## config.mk

```make
export PLATFORM = sky130hd
export DESIGN_NAME = ftoi_iter
export DESIGN_NICKNAME = d
export VERILOG_FILES = /design/src/rtl/ftoi_iter_pkg.sv /design/src/rtl/ftoi_iter_round.sv /design/src/rtl/ftoi_iter.sv
export SDC_FILE = /design/constraint.sdc
export NUM_CORES = 1
export LEC_CHECK = 0
export BUFFER_PORTS_ARGS = -buffer_cell sky130_fd_sc_hd__buf_2
export CAP_MARGIN = 20
export CORE_UTILIZATION = 53
export CTS_CLUSTER_SIZE = 14
export DETAILED_ROUTE_END_ITERATION = 12
export PLACE_DENSITY = 0.73
export REMOVE_ABC_BUFFERS = 1
export SLEW_MARGIN = 20
export SYNTH_ARGS = -nofsm -noshare
export SYNTH_HDL_FRONTEND = slang
export SYNTH_HIERARCHICAL = 1
export SYNTH_SLANG_ARGS = --single-unit
export TNS_END_PERCENT = 20
```

## constraint.sdc

```tcl
create_clock -name clk -period 12.2 [get_ports clk]
set_input_delay 1.83 -clock clk [delete_from_list [all_inputs] [get_ports clk]]
set_output_delay 1.83 -clock clk [all_outputs]
set_load 0.005 [all_outputs]
```

## src/rtl/ftoi_iter_pkg.sv

```systemverilog
// svfloat: shared floating-point types for the FPU convert path.
// Holds the float32 layout, the rounding-mode encoding, the {nv, nx}
// exception flag pair and the rounding-increment decision.
package svfloat;

   localparam int F32_EW   = 8;
   localparam int F32_MW   = 23;
   localparam int F32_BIAS = 127;

   typedef struct packed {
      logic              sign;
      logic [F32_EW-1:0] exp;
      logic [F32_MW-1:0] man;
   } float32;

   // Encodings 101..111 are not named and round as RNE
   typedef enum logic [2:0] {
      RNE = 3'b000,
      RTZ = 3'b001,
      RDN = 3'b010,
      RUP = 3'b011,
      RMM = 3'b100
   } rmode_t;

   typedef struct packed {
      logic nv;
      logic nx;
   } fflags_t;

   // Decide whether the truncated magnitude must be bumped by one ulp
   function automatic logic round_inc(input logic [2:0] rm, input logic sign,
                                      input logic lsb, input logic guard,
                                      input logic sticky);
      logic inexact;
      inexact = guard | sticky;
      case (rm)
         RTZ:     round_inc = 1'b0;
         RDN:     round_inc = sign & inexact;
         RUP:     round_inc = ~sign & inexact;
         RMM:     round_inc = guard;
         default: round_inc = guard & (sticky | lsb);
      endcase
   endfunction

endpackage

```

## src/rtl/ftoi_iter_round.sv

```systemverilog
// ftoi_round: combinational last stage of the float-to-int converter.
// Applies the rounding increment, checks the rounded magnitude against the
// target integer range, saturates out-of-range results and negates valid
// signed negative results. Exception flags exist only with
// SVFLOAT_FTOI_FLAGS_EN defined.
module ftoi_round
   import svfloat::*;
#(
   parameter int width = 32
) (
   input  logic [width-1:0] i_mag,
   input  logic             i_guard,
   input  logic             i_sticky,
   input  logic             i_sign,
   input  logic             i_issigned,
   input  logic [2:0]       i_rm,
   output logic [width-1:0] o_out
`ifdef SVFLOAT_FTOI_FLAGS_EN
   ,
   output fflags_t          o_flags
`endif
);

   // 2^(width-1) held in width+1 bits: largest negative magnitude allowed
   localparam logic [width:0]   LIM  = {2'b01, {(width-1){1'b0}}};
   localparam logic [width-1:0] SMAX = {1'b0, {(width-1){1'b1}}};
   localparam logic [width-1:0] SMIN = {1'b1, {(width-1){1'b0}}};
   localparam logic [width-1:0] UMAX = {width{1'b1}};

   logic           w_inc;
   logic [width:0] w_rnd;
   logic           w_ok;

   // Round, range-check, then either emit the value or saturate
   always_comb begin
      w_inc = round_inc(i_rm, i_sign, i_mag[0], i_guard, i_sticky);
      w_rnd = {1'b0, i_mag} + (width+1)'(w_inc);
      if (!i_issigned)
         w_ok = !w_rnd[width] && (!i_sign || (w_rnd == '0));
      else if (i_sign)
         w_ok = (w_rnd <= LIM);
      else
         w_ok = (w_rnd < LIM);

      if (w_ok)
         o_out = (i_issigned && i_sign) ? -w_rnd[width-1:0] : w_rnd[width-1:0];
      else if (i_sign)
         o_out = i_issigned ? SMIN : '0;
      else
         o_out = i_issigned ? SMAX : UMAX;
   end

`ifdef SVFLOAT_FTOI_FLAGS_EN
   // Saturation reports invalid only; otherwise inexact from guard/sticky
   always_comb begin
      o_flags.nv = !w_ok;
      o_flags.nx = w_ok & (i_guard | i_sticky);
   end
`endif

endmodule

```

## src/rtl/ftoi_iter.sv

```systemverilog
// ftoi_iter: multi-cycle float32 to integer converter (FCVT.W[U] behaviour).
// The significand is shifted one bit per cycle toward its integer position,
// then rounded, range-checked and saturated in a single ROUND cycle.
// Handshake: an operand moves on in_valid && in_ready at a rising edge,
// a result moves on out_valid && out_ready at a rising edge; in_ready is high
// only in IDLE and out_valid only in DONE, so one operation is in flight.
// Optional feature: define SVFLOAT_FTOI_FLAGS_EN to get the {NV, NX} flags port.
module ftoi_iter
   import svfloat::*;
#(
   parameter int width = 32,
   parameter int frac  = 0
) (
   input  logic             clk,
   input  logic             rst,
   input  logic             in_valid,
   output logic             in_ready,
   input  float32           in,
   input  logic             issigned,
   input  logic [2:0]       rm,
   output logic             out_valid,
   input  logic             out_ready,
   output logic [width-1:0] out,
   output logic [1:0]       o_state
`ifdef SVFLOAT_FTOI_FLAGS_EN
   ,
   output logic [1:0]       flags
`endif
);

   localparam int M      = F32_MW;
   localparam int MAG_W  = (width > M + 1) ? width : M + 1;
   localparam int MAXCNT = (width > M + 2) ? width : M + 2;
   localparam int CNT_W  = $clog2(MAXCNT + 1);

   localparam logic [width-1:0] SMAX = {1'b0, {(width-1){1'b1}}};
   localparam logic [width-1:0] SMIN = {1'b1, {(width-1){1'b0}}};
   localparam logic [width-1:0] UMAX = {width{1'b1}};

   typedef enum logic [1:0] {IDLE, SHIFT, ROUND, DONE} state_t;

   state_t             r_state;
   logic [MAG_W-1:0]   r_mag;
   logic [CNT_W-1:0]   r_cnt;
   logic               r_left;
   logic               r_guard;
   logic               r_sticky;
   logic               r_sign;
   logic               r_issigned;
   logic [2:0]         r_rm;
   logic               r_out_valid;
   logic [width-1:0]   r_out;
`ifdef SVFLOAT_FTOI_FLAGS_EN
   fflags_t            r_flags;
   fflags_t            w_rnd_flags;
`endif

   logic [M:0]         w_sig;
   int                 w_e;
   int                 w_shl;
   logic               w_nan;
   logic               w_inf;
   logic               w_special;
   logic               w_tiny;
   logic [width-1:0]   w_spec_out;
   logic [CNT_W-1:0]   w_cnt;
   logic [width-1:0]   w_rnd_out;

   assign in_ready  = (r_state == IDLE);
   assign out_valid = r_out_valid;
   assign out       = r_out;
   assign o_state   = r_state;
`ifdef SVFLOAT_FTOI_FLAGS_EN
   assign flags     = r_flags;
`endif

   // Decode the incoming operand: exponent, shift amount and special cases
   always_comb begin
      w_sig   = {(|in.exp), in.man};
      w_e     = (in.exp == '0) ? (1 - F32_BIAS) : (int'(in.exp) - F32_BIAS);
      w_shl   = w_e - M + frac;
      w_nan   = (&in.exp) && (|in.man);
      w_inf   = (&in.exp) && !(|in.man);
      // Infinity decodes to a huge exponent, so it is also caught by the range test
      w_special = w_nan || w_inf || ((w_e + frac) > (width - 1));
      w_tiny  = (w_shl < -(M + 2));
      if (w_nan || !in.sign)
         w_spec_out = issigned ? SMAX : UMAX;
      else
         w_spec_out = issigned ? SMIN : '0;
      w_cnt = (w_shl >= 0) ? CNT_W'(w_shl) : CNT_W'(-w_shl);
   end

   ftoi_round #(.width(width)) u_round (
      .i_mag      (r_mag[width-1:0]),
      .i_guard    (r_guard),
      .i_sticky   (r_sticky),
      .i_sign     (r_sign),
      .i_issigned (r_issigned),
      .i_rm       (r_rm),
      .o_out      (w_rnd_out)
`ifdef SVFLOAT_FTOI_FLAGS_EN
      ,
      .o_flags    (w_rnd_flags)
`endif
   );

   // Control FSM and datapath: accept, shift one bit per cycle, round, hold
   always_ff @(posedge clk or posedge rst) begin
      if (rst) begin
         r_state     <= IDLE;
         r_mag       <= '0;
         r_cnt       <= '0;
         r_left      <= 1'b0;
         r_guard     <= 1'b0;
         r_sticky    <= 1'b0;
         r_sign      <= 1'b0;
         r_issigned  <= 1'b0;
         r_rm        <= 3'b000;
         r_out_valid <= 1'b0;
         r_out       <= '0;
`ifdef SVFLOAT_FTOI_FLAGS_EN
         r_flags     <= '0;
`endif
      end else begin
         case (r_state)
            IDLE: begin
               if (in_valid) begin
                  r_sign     <= in.sign;
                  r_issigned <= issigned;
                  r_rm       <= rm;
                  r_guard    <= 1'b0;
                  r_sticky   <= 1'b0;
                  r_left     <= (w_shl >= 0);
                  r_cnt      <= '0;
                  if (w_special) begin
                     r_out       <= w_spec_out;
                     r_out_valid <= 1'b1;
`ifdef SVFLOAT_FTOI_FLAGS_EN
                     r_flags     <= '{nv: 1'b1, nx: 1'b0};
`endif
                     r_state     <= DONE;
                  end else if (w_tiny) begin
                     // Far below one ulp of the result: only stickiness survives
                     r_mag    <= '0;
                     r_sticky <= |w_sig;
                     r_state  <= ROUND;
                  end else begin
                     r_mag   <= MAG_W'(w_sig);
                     r_cnt   <= w_cnt;
                     r_state <= (w_cnt == '0) ? ROUND : SHIFT;
                  end
               end
            end
            SHIFT: begin
               if (r_left) begin
                  r_mag <= r_mag << 1;
               end else begin
                  r_mag    <= r_mag >> 1;
                  r_guard  <= r_mag[0];
                  r_sticky <= r_sticky | r_guard;
               end
               r_cnt <= r_cnt - 1'b1;
               if (r_cnt == CNT_W'(1))
                  r_state <= ROUND;
            end
            ROUND: begin
               r_out       <= w_rnd_out;
               r_out_valid <= 1'b1;
`ifdef SVFLOAT_FTOI_FLAGS_EN
               r_flags     <= w_rnd_flags;
`endif
               r_state     <= DONE;
            end
            DONE: begin
               if (out_ready) begin
                  r_out_valid <= 1'b0;
                  r_state     <= IDLE;
               end
            end
            default: r_state <= IDLE;
         endcase
      end
   end

endmodule
```

Yosys cells after proc, flatten, opt, wreduce, memory -nomap -nowiden --
Cells that the tools add are included.
Cells by class: shifts and indexed selects 0, magnitude comparators 5, multipliers 0, bitwise gates (word level) 6, add/subtract/negate cells 6, reductions and logical operators 30, equal/unequal tests 14, mux-type cells 44, div/mod/pow operators 0
Operator list (count):
- $mux 32 | 14
- $pmux 32 s2 | 2
- $add 32x1->33 | 1
- $le 33x32->1 const B | 1
- $logic_not 33->1 | 1
- $lt 33x32->1 const B | 1
- $ge 32x1->1 const B | 1
- $gt 32x6->1 const B | 1
- $lt 32x6->1 const B | 1
- $neg 32->32 | 1
- $sub 32x6->32 const B | 1
- $reduce_or 31->1 | 1
- $mux 24 | 1
- $mux 6 | 4
- $reduce_or 23->1 | 1
- $mux 2 | 6
- $pmux 6 s2 | 1
- $reduce_and 3->1 | 4
- $mux 1 | 11
- $ne 2x2->1 const B | 5
- $sub 8x7->9 const B | 1
- $logic_not 8->1 | 1
- $pmux 2 s4 | 1
- $reduce_and 8->1 | 1
- other kinds (25) | 42
Storage, ports and cells: RAM bits 0, memory bits (read-only) 0, output and inout port bits 36, bits in registers 81, memories kept 0, bits in latches 0

Logic depth before layout (Yosys ltp) --
Gate-level depths: netlist of run 1.
depth in word-level cells 11, gate-level depth with buffers 20

Hierarchy --
The synthesis of run 1 kept the hierarchy.
By module, submodules not included:
- ftoi_iter | cells an instance 577, seq. area each 2026.9 um^2, instances 1, area each 5175.0 um^2
- ftoi_round | cells an instance 310, seq. area each 0.0 um^2, instances 1, area each 2197.1 um^2

Worst setup path after synthesis of run 1 --
No wires, ideal clock.
path kind input-to-reg, start point in in[23] (netlist name), end point reg r_mag[10], arrival time 4.448 ns, setup slack 7.679 ns, stages 17, data required time 12.127 ns, path through buf_6 -> inv_1 -> ha_1 -> and4bb_1 -> a211oi_1 -> a21oi_2 -> inv_1 -> nand2_1 -> ha_1 -> nor4b_1 -> nand4_1 -> a21oi_2 -> o2111a_1 -> buf_6 -> buf_12 -> a21oi_2 -> a21oi_2
Between the ends: word-level cells in the longest chain between the ends 8
RTL lines:
- start, declared | RTL line ftoi_iter.sv:18 | input float32 in,
- $sub 8x7->9 / $logic_not 8->1 (equally long branches) | RTL line ftoi_iter.sv:80 | w_e = (in.exp == '0) ? (1 - F32_BIAS) : (int'(in.exp) - F32_BIAS);
- $mux 32 | RTL line ftoi_iter.sv:80
- $sub 32x6->32 | RTL line ftoi_iter.sv:81 | w_shl = w_e - M + frac;
- $lt 32x6->1 | RTL line ftoi_iter.sv:86 | w_tiny = (w_shl < -(M + 2));
- $mux 24 | RTL line ftoi_iter.sv:143 | end else if (w_tiny) begin
- $mux 32 | RTL line ftoi_iter.sv:136 | if (w_special) begin
- $mux 32 | RTL line ftoi_iter.sv:128 | if (in_valid) begin
- $pmux 32 s2 | RTL line ftoi_iter.sv:126 | case (r_state)
- end signal, assigned | RTL line ftoi_iter.sv:149 | r_mag <= MAG_W'(w_sig);
- end signal, assigned | RTL line ftoi_iter.sv:157 | r_mag <= r_mag << 1;
- end signal, assigned | RTL line ftoi_iter.sv:159 | r_mag <= r_mag >> 1;
- end, declared | RTL line ftoi_iter.sv:43 | logic [MAG_W-1:0] r_mag;
Several ways; a longest one is shown, not always the timed one. The select of a mux whose other input is x is not followed. A chain may end at the register's enable or synchronous reset.

Final worst setup path of run 1 --
start point reg r_sign, end point reg r_out[19] (netlist: out[19])
Between the ends: word-level cells in the longest chain between the ends 10
RTL lines:
- start, declared | RTL line ftoi_iter.sv:48 | logic r_sign;
- start signal, assigned | RTL line ftoi_iter.sv:129 | r_sign <= in.sign;
- parallel branches: the longest is 8 deep, another holds $add 32x1->33
- $mux 32 * | RTL line ftoi_iter_round.sv:45 | if (w_ok)
- named net w_rnd_out[19] | RTL line ftoi_iter.sv:67 | logic [width-1:0] w_rnd_out;
- $pmux 32 s2 * | RTL line ftoi_iter.sv:126
- end signal, assigned | RTL line ftoi_iter.sv:137 | r_out <= w_spec_out;
- end signal, assigned | RTL line ftoi_iter.sv:168 | r_out <= w_rnd_out;
- end, declared | RTL line ftoi_iter.sv:52 | logic [width-1:0] r_out;
Mark *: on every way through the listed nets, which the timed path passes.

==> results of run 1 <==
==> report_power, final <==
group	total, mW	internal [mW]	leakage (nW)	switching, mW
Clock	0.265	0.156	0.139	0.109
Sequential	0.584	0.394	0.946	0.189
Combinational	1.12	0.490	2.17	0.626
==> placed cells by master (no fill, tap or decap), types with 4 or more instances in the layout <==
cell and count:
a31oi_1 8, nor3_1 18, a21oi_1 61, o31ai_1 14, buf_4 7, mux2i_1 64, and4_1 4, nand2_1 62
nor2_1 114, a311oi_1 4, o21ai_1 4, clkinv_2 4, dfrtp_1 80, nand3b_1 5, o21ai_0 64, buf_2 75
nand4_1 9, o211ai_1 4, mux2_2 6, nand2b_1 6, and3_1 11, a21oi_2 39, nand3_1 23, clkbuf_16 9
or2_2 8, nor4_1 9, xnor2_1 48, and2_1 7, xor2_1 31, inv_1 23, ha_1 21
==> cell usage after synthesis (all sizes together) (2+ instances only) <==
| cell | instances |
|---|---|
| a22oi | 2 |
| nand3b | 5 |
| inv | 25 |
| a21o | 3 |
| ha | 22 |
| or2 | 9 |
| nor4 | 12 |
| a21boi | 3 |
| a211oi | 4 |
| a31oi | 8 |
| or4 | 4 |
| nand4 | 11 |
| a22o | 2 |
| and2 | 10 |
| nor2 | 115 |
| nand2 | 64 |
| o31ai | 18 |
| nand3 | 25 |
| a311oi | 4 |
| or3 | 2 |
| xor2 | 32 |
| and4 | 4 |
| mux2 | 6 |
| nor4b | 2 |
| nor3b | 2 |
| o211ai | 5 |
| nor3 | 18 |
| o22ai | 3 |
| clkbuf | 31 |
| dfrtp | 81 |
| o21ai | 68 |
| buf | 27 |
| a211o | 2 |
| and3 | 12 |
| and3b | 2 |
| mux2i | 64 |
| o221ai | 3 |
| a221oi | 2 |
| nor4bb | 2 |
| o2111a | 2 |
| nor2b | 3 |
| nand2b | 6 |
| xnor2 | 49 |
| a21oi | 100 |
==> per-layer routing <==
metal	share of wire (%)	routed length [µm]	global-route usage (%)	vias to the layer above
li1	-	-	-	3231
met1	47	8240	35.2	3072
met2	46	8040	41.3	169
met3	4.8	830	3.71	22
met4	1.7	302	7.97	0
met5	0	0	0	-
==> layout make-up <==
cell class              instances  area (µm²)  area share, %
clock buffers                  11         233           2.92
clock inverters                 4        45.0          0.565
inverters                      25        95.1           1.19
multi-input cells             723        4930           61.8
flip-flops and latches         81        2030           25.4
well taps                     176         220           2.76
repair buffers                 82         428           5.36
==> cells by family (layout without fill, tap and decap cells) <==
kind of cell / Yosys count / after routing / share of synthesized area (%)
fa+ha+maj: 22 / 22 / 3.73
mux: 70 / 70 / 9.61
buf+inv: 83 / 122 / 5.96
compound gates: 238 / 238 / 21.8
xor+xnor: 81 / 81 / 9.83
simple gates: 312 / 312 / 21.6
flops: 81 / 81 / 27.5
==> registers in the layout, indices dropped and copies added (netlist names) <==
register    flops
out_valid       1
o_state         2
out            32
r_mag          32
r_cnt           6
r_guard         1
r_issigned      1
r_sticky        1
r_left          1
r_sign          1
r_rm            3
==> through the flow <==
step,total power [mW],area [µm²],utilization [%],cells,worst slack (ns)
after floorplan,1.41,7030,-,829,6.64
after global placement,1.67,7700,57.5,1087,7.02
after detailed placement,1.70,7700,57.5,1087,6.82
after CTS,1.97,7980,59.5,1102,7.04
after global routing,2.15,7980,59.5,1102,6.62
final,1.96,7980,59.5,1102,6.99
==> worst max-delay path: cells and delay by family (launching register included) <==
| kind | cells | cell delay (ns) |
|---|---|---|
| simple gates | 8 | 2.67 |
| mux | 1 | 0.24 |
| fa+ha+maj | 2 | 0.66 |
| compound gates | 5 | 0.95 |
| xor+xnor | 1 | 0.15 |
| flops | 1 | 0.43 |
==> final timing paths <==
check / startpoint / depth (start not counted) / endpoint / slack [ns]
max in group asynchronous: rst / 3 / r_left$_DFFE_PP0P_ / 9.61
max reg2reg: r_sign$_DFFE_PP0P_ / 17 / out[19]$_DFFE_PP0P_ / 6.99
min reg2reg: out_valid$_DFFE_PP0P_ / 1 / out_valid$_DFFE_PP0P_ / 0.50
min in group asynchronous: rst / 2 / out[28]$_DFFE_PP0P_ / 1.51
min: out_valid$_DFFE_PP0P_ / 1 / out_valid$_DFFE_PP0P_ / 0.50
max: r_sign$_DFFE_PP0P_ / 17 / out[19]$_DFFE_PP0P_ / 6.99
==> flow_summary_export.csv, run 1 <==
group,metric,value,unit
synth,netlist_instances,887,
route,avgViaCountPerCell,5.89,
cts,cts_made_buffers,9,
timing,maxSlewHeadroom,32.7,%
route,routed_wl,17400,µm
layout,finalNetCount,984,
timing,maxSlewViolCount,0,
route,ant_nets,0,
die,die_x,120,µm
cts,cts_root_buf,"clkbuf_16",
power_and_ir_drop,power.density,246,nW/µm²
cts,ctsHoldBuffers,0,
flow_run,maxCapViolCount,0,
die,core,13400,µm²
timing,timing.final.crit_period,5.21,ns
layout,syn_to_final_growth,8.23,%
synth,async_reset_ff_share,100,%
synth,synth_area_per_cell,8.31,µm²
route,drc,0,
power_and_ir_drop,peakVddDrop,201,µV
cts,clkTransAtPathRegs,0.06,ns
route,vias,6494,
placement,dp_hpwl,12600,µm
worst_setup_path,cp_max_fo,32,
min_path,holdCritPathClass,"flip-flop to flip-flop",
route,dr.pass1.iters,5,
worst_setup_path,worstSetupPathType,"flip-flop to flip-flop",
placement,gp_congestion,0.838,
grt,track_usage,25.6,%
synth,ys_seq_area_share,27.5,%
layout,drive_gt1_share,19.4,%
grt,overflow,0,
worst_setup_path,critPathRequiredTime,12.46,ns
cts,cts_buffer_depth,2,
synth,synth_area_leaders,"dfrtp_1 (27%), mux2i_1 (8.7%), nor2_1 (5.8%)",
cts,clkLatencyLatePin,0.35,ns
synth,synth_seq_cells,81,
timing,setup_viol,0,
synth,synth.distinct_cells,85,
synth,synth_top_area_cell,"dfrtp_1",
die,die_y,120,µm
grt,grt_max_degree,65,
cts,post_cts_resized,0,
synth,netlist_area,7370,µm²
timing,fin_setup_tns,0,ns
timing,hold_viol_final,0,
synth,synth_edf_count,0,
run_status,status,"completed",
route,wl_per_cell,15.8,µm
power_and_ir_drop,leakagePower,3.25,nW
worst_setup_path,cp-end-kind,"flip-flop",
synth,synth_top_area_share,27.5,%
cts,htreeDepth,3,
grt,grt_first_pass_wirelength,29800,µm
timing,grt_setup_unrepaired,"no",
cts,postCtsSetupBuffers,0,
timing,skew,0.00812,ns
placement,portBuffers,75,
worst_setup_path,slowest_delay,0.60,ns
worst_setup_path,arrival,5.47,ns
layout,fill_cells,1244,
grt,grt_antenna_before_repair,0,
route,drtIter0Drc,371,
grt,first_global_vias,6058,
worst_setup_path,crit_chain,"xnor2_1, nor3b_1, a21oi_1, nor2_1, ha_1, ha_1, and3_1, and4b_1, o221ai_1, or2_2, nand3b_1, or4_4, a2111o_1, nand2_4, mux2i_1, o21ai_0, a21oi_1",
die,rows,42,
cts,cts_tree,"built",
timing,fmax,192,MHz
worst_setup_path,worstSetupStartpointType,"flip-flop",
die,initial_core_util,55.0,%
timing,holdWs,0.500,ns
timing,min_period_over_period,42.7,%
worst_setup_path,cp_slowest_cell,"or4_4",
die,dieArea,14400,µm²
synth,yosysWarningCount,6,
synth,synth_ff_type,"dfrtp_1",
layout,num_antenna_cells,0,
cts,cts.sinks,81,
timing,tightest_slew,1.01,ns
die,pin_count,76,
No activity file was read; power rests on OpenSTA's default activity.
==> run 2: changes to the inputs <==
==> constraint.sdc (replaced) <==
create_clock -name clk -period 4.88 [get_ports clk]
set_input_delay 0.732 -clock clk [delete_from_list [all_inputs] [get_ports clk]]
set_output_delay 0.732 -clock clk [all_outputs]
set_load 0.005 [all_outputs]
==> flow_summary_export.csv, run 2 (synthesized netlist as in run 1, its figures left out) <==
group,metric,value,unit
worst_setup_path,slowest_delay,0.60,ns
cts,cts_buffer_depth,2,
die,rows,42,
layout,fill_cells,1241,
worst_setup_path,cp_slowest_cell,"or4_4",
power_and_ir_drop,power.density,629,nW/µm²
timing,setup_viol,0,
cts,htreeDepth,3,
timing,grt_setup_unrepaired,"no",
grt,first_global_vias,5984,
route,vias,6543,
timing,maxSlewViolCount,0,
grt,grt_antenna_before_repair,0,
die,die_y,120,µm
layout,num_antenna_cells,0,
route,drtIter0Drc,403,
timing,timing.final.crit_period,4.62,ns
route,wl_per_cell,16.3,µm
die,dieArea,14400,µm²
timing,hold_viol_final,0,
grt,grt_max_degree,65,
power_and_ir_drop,p_switching,2.41,mW
grt,track_usage,26.2,%
cts,clkTransAtPathRegs,0.06,ns
layout,fin_cells,1111,
layout,final_area,8150,µm²
placement,gp_congestion,0.948,
worst_setup_path,critPathRequiredTime,5.16,ns
route,ant_nets,0,
timing,fmax,216,MHz
worst_setup_path,r2r_slack,0.26,ns
worst_setup_path,cp-end-kind,"flip-flop",
grt,overflow,0,
worst_setup_path,cp_common_cell,"nor2_1",
timing,maxSlewHeadroom,32.7,%
placement,dp_hpwl,12900,µm
die,initial_core_util,55.0,%
cts,cts_tree,"built",
timing,min_period_over_period,94.7,%
layout,finalNetCount,992,
worst_setup_path,crit_chain,"nor2_1, a211oi_1, nor2_1, nor2_1, nor2_2, ha_4, ha_2, and3_1, buf_4, nor3_1, o221ai_1, or2_2, nand3b_1, or4_4, a2111o_1, nand2_4, buf_12, mux2i_1, o21ai_0, a21oi_1",
timing,holdWs,0.505,ns
die,die_x,120,µm
layout,final_cell_mix,"nor2_1 (112), dfrtp_1 (80), buf_2 (75)",
flow_run,maxCapViolCount,0,
grt,grt_first_pass_wirelength,30300,µm
cts,cts_made_buffers,9,
power_and_ir_drop,leakagePower,3.32,nW
run_status,status,"completed",
cts,cts_root_buf,"clkbuf_16",
timing,skew,0.00478,ns
power_and_ir_drop,swShare,47.1,%
power_and_ir_drop,seqPwrFrac,28.3,%
timing,tightest_slew,1.01,ns
route,dr.pass1.iters,7,
die,pin_count,76,
route,avgViaCountPerCell,5.89,
worst_setup_path,worstSetupPathType,"flip-flop to flip-flop",
route,drc,0,
grt,met1_usage,38.0,%
placement,numPlacedInstances,1094,
grt,met2_usage,40.1,%
power_and_ir_drop,intPower,2.71,mW
min_path,holdCritPathClass,"flip-flop to flip-flop",
worst_setup_path,arrival,4.90,ns
layout,syn_to_final_growth,10.6,%
layout,final_common_cell,"nor2_1",
power_and_ir_drop,comb_power_share,57.8,%
die,core,13400,µm²
grt,grt_use_met3,2.95,%
power_and_ir_drop,power,5.13,mW
route,routed_wl,18100,µm
grt,top_usage_layer,"met2",
placement,portBuffers,75,
power_and_ir_drop,clkPwrFrac,13.9,%
power_and_ir_drop,peakVddDrop,350,µV
worst_setup_path,worstSetupStartpointType,"flip-flop",
placement,placed_cell_area,7780,µm²
cts,clkLatencyLatePin,0.35,ns
cts,cts.sinks,81,
worst_setup_path,cp_max_fo,14,
layout,drive_gt1_share,20.9,%
run 2: worst paths after layout:
kind,startpoint,endpoint,depth (start not counted)
max reg2reg,r_rm[0]$_DFFE_PP0P_,out[20]$_DFFE_PP0P_,20
max in group asynchronous,rst,r_left$_DFFE_PP0P_,3
min reg2reg,out_valid$_DFFE_PP0P_,out_valid$_DFFE_PP0P_,1
min,out_valid$_DFFE_PP0P_,out_valid$_DFFE_PP0P_,1
min in group asynchronous,rst,out[25]$_DFFE_PP0P_,2
max,r_rm[0]$_DFFE_PP0P_,out[20]$_DFFE_PP0P_,20
run 2: what timing repair did:
item	CTS	global route
buffers inserted	0	0
setup endpoints to repair	0	31
gates resized for setup	0	8
hold buffers	0	0
run 2: layer usage:
| metal | part of all wire (%) | up-vias | wire length [µm] |
|---|---|---|---|
| li1 | - | 3247 | - |
| met3 | 4.5 | 17 | 806 |
| met5 | 0 | - | 0 |
| met1 | 48 | 3123 | 8720 |
| met2 | 46 | 156 | 8260 |
| met4 | 1.7 | 0 | 315 |
run 2: area by class of cell:
type | instances | area (µm²) | share of cell area, %
clock inverter | 4 | 51.3 | 0.629
inverter | 25 | 95.1 | 1.17
sequential | 81 | 2030 | 24.9
timing repair buffer | 90 | 531 | 6.51
tap | 176 | 220 | 2.70
multi-input combinational | 723 | 4970 | 61.0
clock buffer | 12 | 256 | 3.15
run 2: power groups by stage:
stage	clock network, mW	registers (mW)	logic [mW]
final	0.710	1.45	2.96
after global routing	0.753	1.51	3.31
after CTS	0.725	1.43	2.90
after detailed placement	0	1.44	2.88
after global placement	0	1.44	2.83
after floorplan	0	1.38	2.14
run 2: stage by stage:
| stage | utilization (%) | setup TNS (ns) | setup WS (ns) |
|---|---|---|---|
| after CTS | 60.3 | 0 | 0.107 |
| after detailed placement | 58.0 | 0 | 0.125 |
| after global placement | 58.0 | 0 | 0.263 |
| final | 60.8 | 0 | 0.258 |
| after global routing | 60.8 | 0 | 0.00827 |
| after floorplan | - | -21.59 | -0.675 |
run 2: worst max-delay path, delay by kind of cell (launching register included):
kind | cells | cell delay (ns)
muxes | 1 | 0.23
buffers and inverters | 2 | 0.35
and+or+nand+nor | 10 | 2.07
adders and majority gates | 2 | 0.39
DFF | 1 | 0.38
AOI/OAI and AO/OA | 5 | 1.11
==> run 3: changes to the inputs <==
==> constraint.sdc (replaced) <==
create_clock -name clk -period 5.8 [get_ports clk]
set_input_delay 0.87 -clock clk [delete_from_list [all_inputs] [get_ports clk]]
set_output_delay 0.87 -clock clk [all_outputs]
set_load 0.005 [all_outputs]
==> flow_summary_export.csv, run 3 (synthesized netlist as in run 1, its figures left out) <==
group,metric,value,unit
grt,met1_usage,35.2,%
route,wl_per_cell,15.9,µm
timing,holdWs,0.496,ns
timing,fin_setup_tns,0,ns
placement,portBuffers,75,
power_and_ir_drop,intPower,2.26,mW
grt,grt_use_met3,4.28,%
power_and_ir_drop,comb_power_share,55.8,%
cts,cts_root_buf,"clkbuf_16",
die,rows,42,
route,routed_wl,17500,µm
timing,grt_setup_unrepaired,"no",
cts,cts_made_buffers,9,
cts,cts_buffer_depth,2,
grt,grt_antenna_before_repair,0,
die,initial_core_util,55.0,%
die,dieArea,14400,µm²
worst_setup_path,arrival,5.30,ns
layout,syn_to_final_growth,9.22,%
grt,overflow,0,
worst_setup_path,r2r_slack,0.78,ns
placement,gp_congestion,0.904,
cts,clkTransAtPathRegs,0.06,ns
power_and_ir_drop,swShare,46.5,%
min_path,holdCritPathClass,"flip-flop to flip-flop",
layout,final_util,60.1,%
worst_setup_path,r2r-end,"out[3]$_DFFE_PP0P_",
min_path,hold_end,"out_valid$_DFFE_PP0P_",
timing,setup_viol,0,
grt,top_usage_layer,"met2",
die,pin_count,76,
layout,final_common_cell,"nor2_1",
cts,cts.sinks,81,
timing,hold_viol_final,0,
min_path,hold_path_depth,1,
cts,ctsHoldBuffers,0,
grt,first_global_vias,5940,
route,dr.pass1.iters,8,
route,drtIter0Drc,360,
timing,min_period_over_period,86.6,%
timing,skew,0.00834,ns
layout,drive_gt1_share,19.8,%
worst_setup_path,cp-end-kind,"flip-flop",
die,core,13400,µm²
power_and_ir_drop,p_switching,1.97,mW
worst_setup_path,worstSetupStartpointType,"flip-flop",
die,die_y,120,µm
cts,post_cts_resized,0,
route,ant_nets,0,
timing,maxSlewHeadroom,31.7,%
power_and_ir_drop,peakVddDrop,288,µV
placement,numPlacedInstances,1088,
layout,finalNetCount,985,
route,drc,0,
die,die_x,120,µm
power_and_ir_drop,seqPwrFrac,29.1,%
flow_run,maxCapViolCount,0,
timing,tightest_slew,1.02,ns
route,vias,6412,
grt,grt_max_degree,57,
power_and_ir_drop,power.density,525,nW/µm²
timing,maxSlewViolCount,0,
cts,postCtsSetupBuffers,0,
cts,clkLatencyLatePin,0.35,ns
grt,grt_first_pass_wirelength,29400,µm
grt,track_usage,25.4,%
timing,fmax,199,MHz
route,avgViaCountPerCell,5.81,
worst_setup_path,worstSetupPathType,"flip-flop to flip-flop",
grt,met2_usage,40.4,%
power_and_ir_drop,leakagePower,3.29,nW
worst_setup_path,critPathRequiredTime,6.07,ns
cts,cts_tree,"built",
layout,final_cell_mix,"nor2_1 (114), dfrtp_1 (80), buf_2 (75)",
worst_setup_path,r2r_cells,16,
layout,fin_cells,1104,
worst_setup_path,reg2reg_from,"r_rm[0]$_DFFE_PP0P_",
min_path,min_from,"out_valid$_DFFE_PP0P_",
power_and_ir_drop,clkPwrFrac,15.1,%
run_status,status,"completed",
timing,timing.final.crit_period,5.02,ns
worst_setup_path,cp_max_fo,32,
cts,htreeDepth,3,
placement,dp_hpwl,12600,µm
layout,num_antenna_cells,0,
[run 3: cell count changes in the layout (fill, tap and decap cells not counted), sizes merged]
cell | previous run | this run
buf | 89 | 83
bufinv | 1 | 2
clkbuf | 13 | 11
[run 3: final cells by class]
type,instances,area [µm²]
tap,176,220
multi-input combinational,723,4930
clock inverter,5,77.6
timing repair buffer,83,448
sequential,81,2030
fill,1239,5350
inverter,25,95.1
clock buffer,11,253
[run 3: power by group through the flow]
stage	combinational (mW)	sequential [mW]	clock (mW)
after floorplan	1.80	1.16	0
after CTS	2.37	1.22	0.648
after detailed placement	2.35	1.23	0
final	2.36	1.23	0.637
after global routing	2.65	1.28	0.671
after global placement	2.31	1.22	0
[run 3: worst max-delay path by stage]
stage	startpoint	to	slack, ns
floorplan	r_sign$_DFFE_PP0P_	out[0]$_DFFE_PP0P_	0.24
global route	r_rm[0]$_DFFE_PP0P_	out[8]$_DFFE_PP0P_	0.36
finish	r_rm[0]$_DFFE_PP0P_	out[3]$_DFFE_PP0P_	0.78
CTS	r_rm[0]$_DFFE_PP0P_	out[3]$_DFFE_PP0P_	0.82
detailed placement	r_rm[0]$_DFFE_PP0P_	out[3]$_DFFE_PP0P_	0.85
global placement	r_rm[0]$_DFFE_PP0P_	out[3]$_DFFE_PP0P_	0.91
[run 3: per-layer routing]
metal	part of all wire, %	routed length, µm
met4	2.2	380
met5	0	0
met1	48	8340
met3	5.2	902
met2	45	7880
[run 3: through the flow]
step / power, mW / setup slack [ns] / cell area (µm²)
floorplan: 2.96 / 0.245 / 7030
global placement: 3.54 / 0.906 / 7720
detailed placement: 3.58 / 0.849 / 7720
CTS: 4.24 / 0.821 / 8050
global route: 4.59 / 0.357 / 8050
finish: 4.23 / 0.778 / 8050
[run 3: worst max-delay path: stages (launching register included)]
cell,delay (ns)
dfrtp_1,0.40
xnor2_1,0.13
nor3b_1,0.27
a21oi_1,0.11
nor2_1,0.10
ha_1,0.31
nand4_1,0.29
or4_4,0.52
or4_4,0.43
a211oi_2,0.31
o211ai_2,0.17
or4_4,0.55
a2111o_1,0.35
nand2_4,0.43
mux2i_1,0.23
o21ai_0,0.12
a21oi_1,0.21
